## config.mk

```make
export PLATFORM = sky130hd
export DESIGN_NAME = alu181_serial
export DESIGN_NICKNAME = d
export VERILOG_FILES = /design/src/rtl/alu181_pkg.sv /design/src/rtl/alu_74181.sv /design/src/rtl/alu181_serial.sv
export SDC_FILE = /design/constraint.sdc
export NUM_CORES = 1
export LEC_CHECK = 0
export BUFFER_PORTS_ARGS = -buffer_cell sky130_fd_sc_hd__buf_2
export CORE_MARGIN = 2
export CORE_UTILIZATION = 35
export CTS_CLUSTER_SIZE = 30
export DETAILED_ROUTE_END_ITERATION = 10
export PLACE_DENSITY = 0.58
export SLEW_MARGIN = 25
export SYNTH_ARGS = -nofsm -noshare
export SYNTH_HDL_FRONTEND = slang
export SYNTH_SLANG_ARGS = --single-unit
```

## constraint.sdc

```tcl
create_clock -name clk -period 5.3 [get_ports clk]
set_input_delay 0.265 -clock clk [delete_from_list [all_inputs] [get_ports clk]]
set_output_delay 0.265 -clock clk [all_outputs]
set_load 0.1 [all_outputs]
```

## src/rtl/alu181_pkg.sv

```systemverilog
// Shared types and constants for the nibble-serial 74181 datapath.
package alu181_pkg;

  localparam int unsigned NIBBLE_W    = 4;
  localparam int unsigned MAX_NIBBLES = 8;

  localparam logic CN4_RST = 1'b1;
  localparam logic EQ_RST  = 1'b0;

  typedef enum logic [0:0] {
    IDLE,
    RUN
  } state;

endpackage

```

## src/rtl/alu_74181.sv

```systemverilog
// Combinational 74181 4-bit ALU slice, active-high data, active-low carries.
module alu_74181
  import alu181_pkg::*;
(
  input  logic [NIBBLE_W-1:0] a_i,
  input  logic [NIBBLE_W-1:0] b_i,
  input  logic [3:0]          s_i,
  input  logic                m_i,
  input  logic                cn_i,
  output logic [NIBBLE_W-1:0] f_o,
  output logic                cn4_o,
  output logic                aeqb_o,
  output logic                p_o,
  output logic                g_o
);

  logic [NIBBLE_W-1:0] prop;
  logic [NIBBLE_W-1:0] gen;

  always_comb begin
    logic c;
    logic gg;
    prop = '0;
    gen  = '0;
    f_o  = '0;
    c    = ~cn_i;
    gg   = 1'b0;
    for (int unsigned i = 0; i < NIBBLE_W; i++) begin
      prop[i] = a_i[i] | (b_i[i] & s_i[0]) | (~b_i[i] & s_i[1]);
      gen[i]  = (a_i[i] & ~b_i[i] & s_i[2]) | (a_i[i] & b_i[i] & s_i[3]);
      // gen is a subset of prop, so prop&~gen is the half-sum of prop+gen
      f_o[i]  = m_i ? ~(prop[i] & ~gen[i]) : ((prop[i] & ~gen[i]) ^ c);
      c       = gen[i] | (prop[i] & c);
      gg      = gen[i] | (prop[i] & gg);
    end
    cn4_o  = ~c;
    g_o    = ~gg;
    p_o    = ~(&prop);
    aeqb_o = &f_o;
  end

endmodule

```

## src/rtl/alu181_serial.sv

```systemverilog
// Nibble-serial 74181 ALU: one slice per clock, carry held in a flop.
// Optional `ALU181_ZERO_EN adds a registered zero-result output.
module alu181_serial
  import alu181_pkg::*;
#(
  parameter int unsigned NIBBLES = 4
) (
  input  logic                          clk,
  input  logic                          rst,
  input  logic                          start,
  input  logic [NIBBLE_W*NIBBLES-1:0]   a,
  input  logic [NIBBLE_W*NIBBLES-1:0]   b,
  input  logic [3:0]                    s,
  input  logic                          m,
  input  logic                          cn,
  output logic                          busy,
  output logic                          done,
  output logic [NIBBLE_W*NIBBLES-1:0]   f,
  output logic                          cn4,
  output logic                          equal
`ifdef ALU181_ZERO_EN
  ,
  output logic                          zero
`endif
);

  localparam int unsigned W     = NIBBLE_W * NIBBLES;
  localparam int unsigned IDX_W = (NIBBLES > 1) ? $clog2(NIBBLES) : 1;
  localparam logic [IDX_W-1:0] LAST = IDX_W'(NIBBLES - 1);

  generate
    if (NIBBLES < 1 || NIBBLES > MAX_NIBBLES) begin : g_bad_nibbles
      $error("alu181_serial: NIBBLES out of range 1..8");
    end
  endgenerate

  state             state_q, state_d;
  logic [IDX_W-1:0] idx_q, idx_d;
  logic             carry_q, carry_d;
  logic             eq_q, eq_d;
  logic [W-1:0]     acc_q, acc_d;
  logic [W-1:0]     a_q, a_d;
  logic [W-1:0]     b_q, b_d;
  logic [3:0]       s_q, s_d;
  logic             m_q, m_d;
  logic [W-1:0]     f_q, f_d;
  logic             cn4_q, cn4_d;
  logic             equal_q, equal_d;
  logic             done_q, done_d;
`ifdef ALU181_ZERO_EN
  logic             zero_q, zero_d;
`endif

  logic [NIBBLE_W-1:0] a_nib, b_nib, sl_f;
  logic                sl_cn4, sl_aeqb;
  logic [W-1:0]        acc_upd;

  always_comb begin
    a_nib   = '0;
    b_nib   = '0;
    acc_upd = acc_q;
    for (int unsigned i = 0; i < NIBBLES; i++) begin
      if (idx_q == IDX_W'(i)) begin
        a_nib                        = a_q[i*NIBBLE_W +: NIBBLE_W];
        b_nib                        = b_q[i*NIBBLE_W +: NIBBLE_W];
        acc_upd[i*NIBBLE_W +: NIBBLE_W] = sl_f;
      end
    end
  end

  alu_74181 u_slice (
    .a_i    (a_nib),
    .b_i    (b_nib),
    .s_i    (s_q),
    .m_i    (m_q),
    .cn_i   (carry_q),
    .f_o    (sl_f),
    .cn4_o  (sl_cn4),
    .aeqb_o (sl_aeqb),
    .p_o    (),
    .g_o    ()
  );

  always_comb begin
    state_d = state_q;
    idx_d   = idx_q;
    carry_d = carry_q;
    eq_d    = eq_q;
    acc_d   = acc_q;
    a_d     = a_q;
    b_d     = b_q;
    s_d     = s_q;
    m_d     = m_q;
    f_d     = f_q;
    cn4_d   = cn4_q;
    equal_d = equal_q;
    done_d  = 1'b0;
`ifdef ALU181_ZERO_EN
    zero_d  = zero_q;
`endif
    case (state_q)
      IDLE: begin
        if (start) begin
          a_d     = a;
          b_d     = b;
          s_d     = s;
          m_d     = m;
          carry_d = cn;
          idx_d   = '0;
          eq_d    = 1'b1;
          acc_d   = '0;
          state_d = RUN;
        end
      end
      RUN: begin
        acc_d   = acc_upd;
        carry_d = sl_cn4;
        eq_d    = eq_q & sl_aeqb;
        // Results are published from the updated accumulator in the same edge
        if (idx_q == LAST) begin
          f_d     = acc_upd;
          cn4_d   = sl_cn4;
          equal_d = eq_q & sl_aeqb;
`ifdef ALU181_ZERO_EN
          zero_d  = (acc_upd == '0);
`endif
          done_d  = 1'b1;
          state_d = IDLE;
        end else begin
          idx_d = idx_q + 1'b1;
        end
      end
      default: state_d = IDLE;
    endcase
  end

  always_ff @(posedge clk or posedge rst) begin
    if (rst) begin
      state_q <= IDLE;
      idx_q   <= '0;
      carry_q <= 1'b1;
      eq_q    <= 1'b1;
      acc_q   <= '0;
      a_q     <= '0;
      b_q     <= '0;
      s_q     <= '0;
      m_q     <= 1'b0;
      f_q     <= '0;
      cn4_q   <= CN4_RST;
      equal_q <= EQ_RST;
      done_q  <= 1'b0;
`ifdef ALU181_ZERO_EN
      zero_q  <= 1'b0;
`endif
    end else begin
      state_q <= state_d;
      idx_q   <= idx_d;
      carry_q <= carry_d;
      eq_q    <= eq_d;
      acc_q   <= acc_d;
      a_q     <= a_d;
      b_q     <= b_d;
      s_q     <= s_d;
      m_q     <= m_d;
      f_q     <= f_d;
      cn4_q   <= cn4_d;
      equal_q <= equal_d;
      done_q  <= done_d;
`ifdef ALU181_ZERO_EN
      zero_q  <= zero_d;
`endif
    end
  end

  assign busy  = (state_q == RUN);
  assign done  = done_q;
  assign f     = f_q;
  assign cn4   = cn4_q;
  assign equal = equal_q;
`ifdef ALU181_ZERO_EN
  assign zero  = zero_q;
`endif

endmodule

```

==> flow_summary.json, run 1 <==
{
  "synth-main-ff-cell": "dfrtp_1",
  "fillers": 969,
  "arrival_ns": 3.76,
  "antenna_left": 0,
  "reg2reg_to": "equal$_DFFE_PP0P_",
  "initial_core_util": 0.364,
  "place_congestion": 0.733,
  "hp-class": "in2async",
  "hold_viol": 0,
  "rsz0062_at_grt": "false",
  "synth_fp_nets": 353,
  "die_area_um2": 11100,
  "async_flop_share": 1.00,
  "r2r_cells": 9,
  "ys_ff_latch": 73,
  "use_met1": 0.204,
  "dpl.hpwl_mm": 5.31,
  "drive_gt1_frac": 0.366,
  "status": "finished clean",
  "r2r_start": "idx_q[0]$_DFFE_PP0P_",
  "max_stage_delay_ns": 0.81,
  "avgSynthCellArea_um2": 11.7,
  "seqCellArea_um2": 1830,
  "slew-limit-headroom": 0.344,
  "final_common_cell": "dfrtp_1",
  "crit_required_ns": 5.57,
  "grt_overflow": 0,
  "numClockSinks": 73,
  "syn2layout_area_growth_pct": 18.1,
  "seq_area_frac_synth": 0.510,
  "cp_max_fo": 24,
  "grt_pass1_vias": 2461,
  "nNetsFinal": 410,
  "setup_viol_count_final": 0,
  "finalClockSkew_ns": 0.00672,
  "multi_input_area_um2": 1630,
  "yosysWarnings": 0,
  "tightest_slew_ns": 0.983,
  "root_buffer": "clkbuf_8",
  "finalWirelength_mm": 7.68,
  "mostFrequentLayoutCells": "dfrtp_1 (70), buf_2 (60), mux2_2 (34)",
  "fin_crit_ns": 3.50,
  "antenna_cells": 0,
  "clk_pin_slew_ns": 0.08,
  "cts_resized": 0,
  "cts_htree_levels": 3,
  "boundaryPins": 61,
  "io_buffers": 60,
  "grt.met3_usage": 0.0445,
  "cp_slowest_cell": "ha_1",
  "maxCapViolCount": 0,
  "first_pass_iters": 4,
  "path_class": "reg2reg",
  "num_rows": 36,
  "postCtsSetupRepairBufs": 0,
  "path_cells": "inv_1 > ha_1 > a211oi_2 > a221oi_4 > mux2i_1 > o21ai_0 > xnor2_1 > nand4_1 > o31ai_2",
  "drtIter0Drc": 65,
  "cts_buffer_depth": 2,
  "synth_area_leaders": "dfrtp_1 (49%), mux2_2 (11%), mux2i_1 (5.9%)",
  "tritoncts": "built",
  "synth_top_area_cell": "dfrtp_1",
  "synth.distinct_cells": 48,
  "vias_per_cell": 5.00,
  "core_area_um2": 9860,
  "wl_per_cell_um": 15.3,
  "syn_area_um2": 3590,
  "max_freq_mhz": 286,
  "antenna_found_initial": 0,
  "crit_path_start_kind": "flip-flop",
  "rrSetupSlack_ns": 1.80,
  "die_w_um": 105,
  "cp-end-kind": "flip-flop",
  "fin_crit_sh": 0.660,
  "groute.layer.met2.usage": 0.215,
  "grt_max_degree": 74,
  "synth_edf_count": 0,
  "hold_buffers": 0,
  "grt_pass1_wl_mm": 12.7,
  "cts_buffers": 9,
  "syn_inst": 308,
  "num_vias": 2509,
  "insertion_delay_ns": 0.35,
  "netlist.area_leader.share": 0.488,
  "drv_slew": 0,
  "drc": 0,
  "gr-usage-all-layers": 0.146,
  "finalSetupTns_ns": 0,
  "die_y_um": 105,
  "top_usage_layer": "met2"
}
## worst max-delay path: cells and delay by family (launching register included)
family | cells | cell delay [ns]
buf+inv | 1 | 0.10
flops | 1 | 0.43
xor+xnor | 1 | 0.63
simple gates | 1 | 0.23
mux | 1 | 0.32
fa+ha+maj | 1 | 0.81
compound gates | 4 | 0.89
## routing by layer
layer	wire, um	vias to the layer above	share of wire
li1	-	1204	-
met1	3770	1237	0.49
met5	0	-	0
met2	3440	58	0.45
met3	371	10	0.048
met4	106	0	0.014
## layout make-up
cell class	instances	share of cell area
timing repair buffer	64	0.0835
inverter	10	0.00885
clock inverter	5	0.0189
tap	133	0.0393
sequential	73	0.432
clock buffer	10	0.0325
multi-input combinational	207	0.385
## per-stage QoR
step	worst slack [ns]	hold WS [ns]	instance area, um2	cells	utilization
6_report	1.80	0.0717	4240	502	0.430
3_3_place_gp	1.96	0.454	3990	486	0.404
5_1_grt	1.53	0.106	4240	502	0.430
3_5_place_dp	1.83	0.462	3990	486	0.404
2_1_floorplan	2.70	0.382	3590	308	-
4_1_cts	1.79	0.0955	4210	501	0.427
## worst max-delay path by stage
| stage | from | to | slack (ns) | cells past startpoint |
|---|---|---|---|---|
| floorplan | idx_q[0]$_DFFE_PP0P_ | f[14]$_DFFE_PP0P_ | 2.70 | 10 |
| finish | idx_q[0]$_DFFE_PP0P_ | equal$_DFFE_PP0P_ | 1.80 | 9 |
| CTS | idx_q[0]$_DFFE_PP0P_ | equal$_DFFE_PP0P_ | 1.79 | 9 |
| global placement | idx_q[0]$_DFFE_PP0P_ | acc_q[10]$_DFFE_PP0P_ | 1.96 | 10 |
| global route | idx_q[0]$_DFFE_PP0P_ | equal$_DFFE_PP0P_ | 1.53 | 9 |
| detailed placement | idx_q[0]$_DFFE_PP0P_ | equal$_DFFE_PP0P_ | 1.83 | 9 |
## registers in the layout (all words and copies together), names as in the netlist
name	flops
m_q	1
a_q	16
s_q	4
b_q	16
acc_q	12
eq_q	1
cn4	1
busy	1
carry_q	1
f	16
idx_q	2
done	1
equal	1
## kinds of logic (layout without fill, tap and decap cells)
| kind of cell | Yosys count | after routing | share of synthesized area |
|---|---|---|---|
| simple gates | 74 | 74 | 0.110 |
| flops | 73 | 73 | 0.510 |
| compound gates | 69 | 69 | 0.144 |
| mux | 56 | 56 | 0.169 |
| buf+inv | 28 | 89 | 0.0370 |
| fa+ha+maj | 4 | 4 | 0.0139 |
| xor+xnor | 4 | 4 | 0.0160 |
## Yosys cell counts, types with 3 or more instances
| library cell | number |
|---|---|
| ha_1 | 4 |
| nor3b_1 | 5 |
| o21ai_0 | 12 |
| dfstp_2 | 3 |
| nor2_1 | 10 |
| nand2_1 | 30 |
| and2_1 | 4 |
| a22oi_1 | 3 |
| dfrtp_1 | 70 |
| and3_1 | 3 |
| mux2i_1 | 21 |
| nor2b_1 | 8 |
| xor2_2 | 3 |
| a21oi_1 | 12 |
| clkbuf_1 | 9 |
| a22o_1 | 7 |
| a221o_1 | 3 |
| a211oi_2 | 4 |
| buf_6 | 3 |
| inv_1 | 8 |
| a31oi_1 | 3 |
| o21ai_1 | 11 |
| nand2b_1 | 4 |
| buf_2 | 4 |
| o31ai_2 | 3 |
| mux2_2 | 34 |
Power of run 1 is left out: the tool's default activity adds up to more than one toggle a clock period on the data nets, which glitch-free logic cannot reach.
==> run 2, diff against run 1 <==
--- a/config.mk
+++ b/config.mk
@@ -10,7 +10,7 @@
 export CORE_UTILIZATION = 35
 export CTS_CLUSTER_SIZE = 30
 export DETAILED_ROUTE_END_ITERATION = 10
-export PLACE_DENSITY = 0.58
+export PLACE_DENSITY = 0.6
 export SLEW_MARGIN = 25
 export SYNTH_ARGS = -nofsm -noshare
 export SYNTH_HDL_FRONTEND = slang
==> constraint.sdc (replaced) <==
create_clock -name clk -period 2.8 [get_ports clk]
set_input_delay 0.14 -clock clk [delete_from_list [all_inputs] [get_ports clk]]
set_output_delay 0.14 -clock clk [all_outputs]
set_load 0.1 [all_outputs]
==> flow_summary.json, run 2 (synthesized netlist as in run 1, its figures left out) <==
{
  "status": "finished clean",
  "cp_slowest_cell": "dfrtp_2",
  "fillers": 931,
  "wl_per_cell_um": 15.0,
  "max_stage_delay_ns": 0.48,
  "grt_max_degree": 42,
  "finalSetupTns_ns": 0,
  "crit_required_ns": 3.02,
  "drc": 0,
  "first_pass_iters": 4,
  "boundaryPins": 61,
  "cp_max_fo": 6,
  "finalWirelength_mm": 8.11,
  "clk_pin_slew_ns": 0.08,
  "num_rows": 36,
  "setup_viol_count_final": 0,
  "vias_per_cell": 4.94,
  "path_cells": "ha_4 > nand3b_1 > a211oi_4 > mux2i_1 > a222oi_1 > or3_1 > xor2_2 > mux2i_1 > mux2i_1",
  "gr-usage-all-layers": 0.153,
  "max_freq_mhz": 365,
  "antenna_left": 0,
  "met2_length_mm": 3.86,
  "fin_crit_ns": 2.74,
  "finalClockSkew_ns": 0.00776,
  "final_area_um2": 4720,
  "drtIter0Drc": 99,
  "rsz0062_at_grt": "true",
  "hold_viol": 0,
  "nNetsFinal": 447,
  "place_congestion": 0.789,
  "path_class": "reg2reg",
  "place_area_um2": 4120,
  "grt_pass1_vias": 2720,
  "rrSetupSlack_ns": 0.06,
  "met3_length_um": 388,
  "slew-limit-headroom": 0.672,
  "num_vias": 2670,
  "insertion_delay_ns": 0.35,
  "holdWs_ns": 0.00968,
  "fin_crit_sh": 0.979,
  "hp-class": "in2reg",
  "maxCapViolCount": 0,
  "drt-met1-wl_mm": 3.66,
  "core_area_um2": 9860,
  "die_w_um": 105,
  "cp-end-kind": "flip-flop",
  "tightest_slew_ns": 0.495,
  "mostFrequentLayoutCells": "dfrtp_1 (69), buf_2 (60), mux2_2 (34)",
  "numClockSinks": 73,
  "die_y_um": 105,
  "cts_buffers": 9,
  "crit_path_start_kind": "flip-flop",
  "tritoncts": "built",
  "die_area_um2": 11100,
  "drive_gt1_frac": 0.437,
  "antenna_cells": 0,
  "initial_core_util": 0.364,
  "cts_buffer_depth": 2,
  "root_buffer": "clkbuf_8",
  "grt_overflow": 0,
  "syn2layout_area_growth_pct": 31.5,
  "io_buffers": 60,
  "final_common_cell": "dfrtp_1",
  "top_layer_used": "met4",
  "grt_pass1_wl_mm": 13.4,
  "arrival_ns": 2.96,
  "crit_top_cell": "mux2i_1",
  "dpl.hpwl_mm": 5.69,
  "drv_slew": 0,
  "cts_htree_levels": 3,
  "antenna_found_initial": 0
}
run 2: changes by cell type in the layout (fill, tap and decap cells not counted), moves of 4 or more:
| cell | before | now |
|---|---|---|
| buf_4 | 2 | 23 |
| dlygate4sd3_1 | 0 | 14 |
| ha_1 | 4 | 0 |
| ha_4 | 0 | 4 |
run 2: path summary, 6_finish.rpt:
kind                                 startpoint                   end  depth (start not counted)
max reg2reg                idx_q[0]$_DFFE_PP0P_  acc_q[6]$_DFFE_PP0P_                          9
min in group asynchronous                   rst      f[4]$_DFFE_PP0P_                          3
min                                        a[9]    a_q[9]$_DFFE_PP0P_                          3
min reg2reg                   f[12]$_DFFE_PP0P_     f[12]$_DFFE_PP0P_                          2
max in group asynchronous                   rst      eq_q$_DFFE_PP1P_                          4
max                        idx_q[0]$_DFFE_PP0P_  acc_q[6]$_DFFE_PP0P_                          9
run 2: critical path, delay by kind of cell, from the launching register on:
family	cells	cell delay (ns)
AO/OA/AOI/OAI	2	0.47
XOR/XNOR	1	0.19
adder cells (fa/ha/maj)	1	0.21
flip-flops	1	0.48
multiplexers	3	0.67
AND/OR/NAND/NOR	2	0.57
run 2: routing by layer:
metal,up-vias,track usage
met3,18,0.0433
met4,0,0.0676
met2,68,0.243
met5,-,0
li1,1287,-
met1,1297,0.195
run 2: area by class of cell:
cell class              count  area [um2]  area share
flip-flops and latches     73        1830       0.388
multi-input cells         207        1770       0.375
repair buffers            101         689       0.146
well taps                 133         166      0.0353
clock buffers               9         124      0.0263
clock inverters             7        95.1      0.0202
inverters                  10        40.0     0.00849
run 2: stage by stage:
stage	std cells	setup slack [ns]	utilization
2_1_floorplan	308	0.202	-
3_3_place_gp	502	-0.0721	0.418
3_5_place_dp	502	-0.117	0.418
4_1_cts	531	-0.00880	0.455
5_1_grt	540	-0.0709	0.478
6_report	540	0.0600	0.478
run 2: what timing repair did:
item                                    4_1_cts  5_1_grt
endpoints found under the setup margin       19       26
hold buffers                                 11        3
buffers inserted                              2        6
hold endpoints to repair                     25        3
pin swaps                                     1       15
resized for setup                             6       26
cloned                                        0        1
Power of run 2 is left out for the same reason.
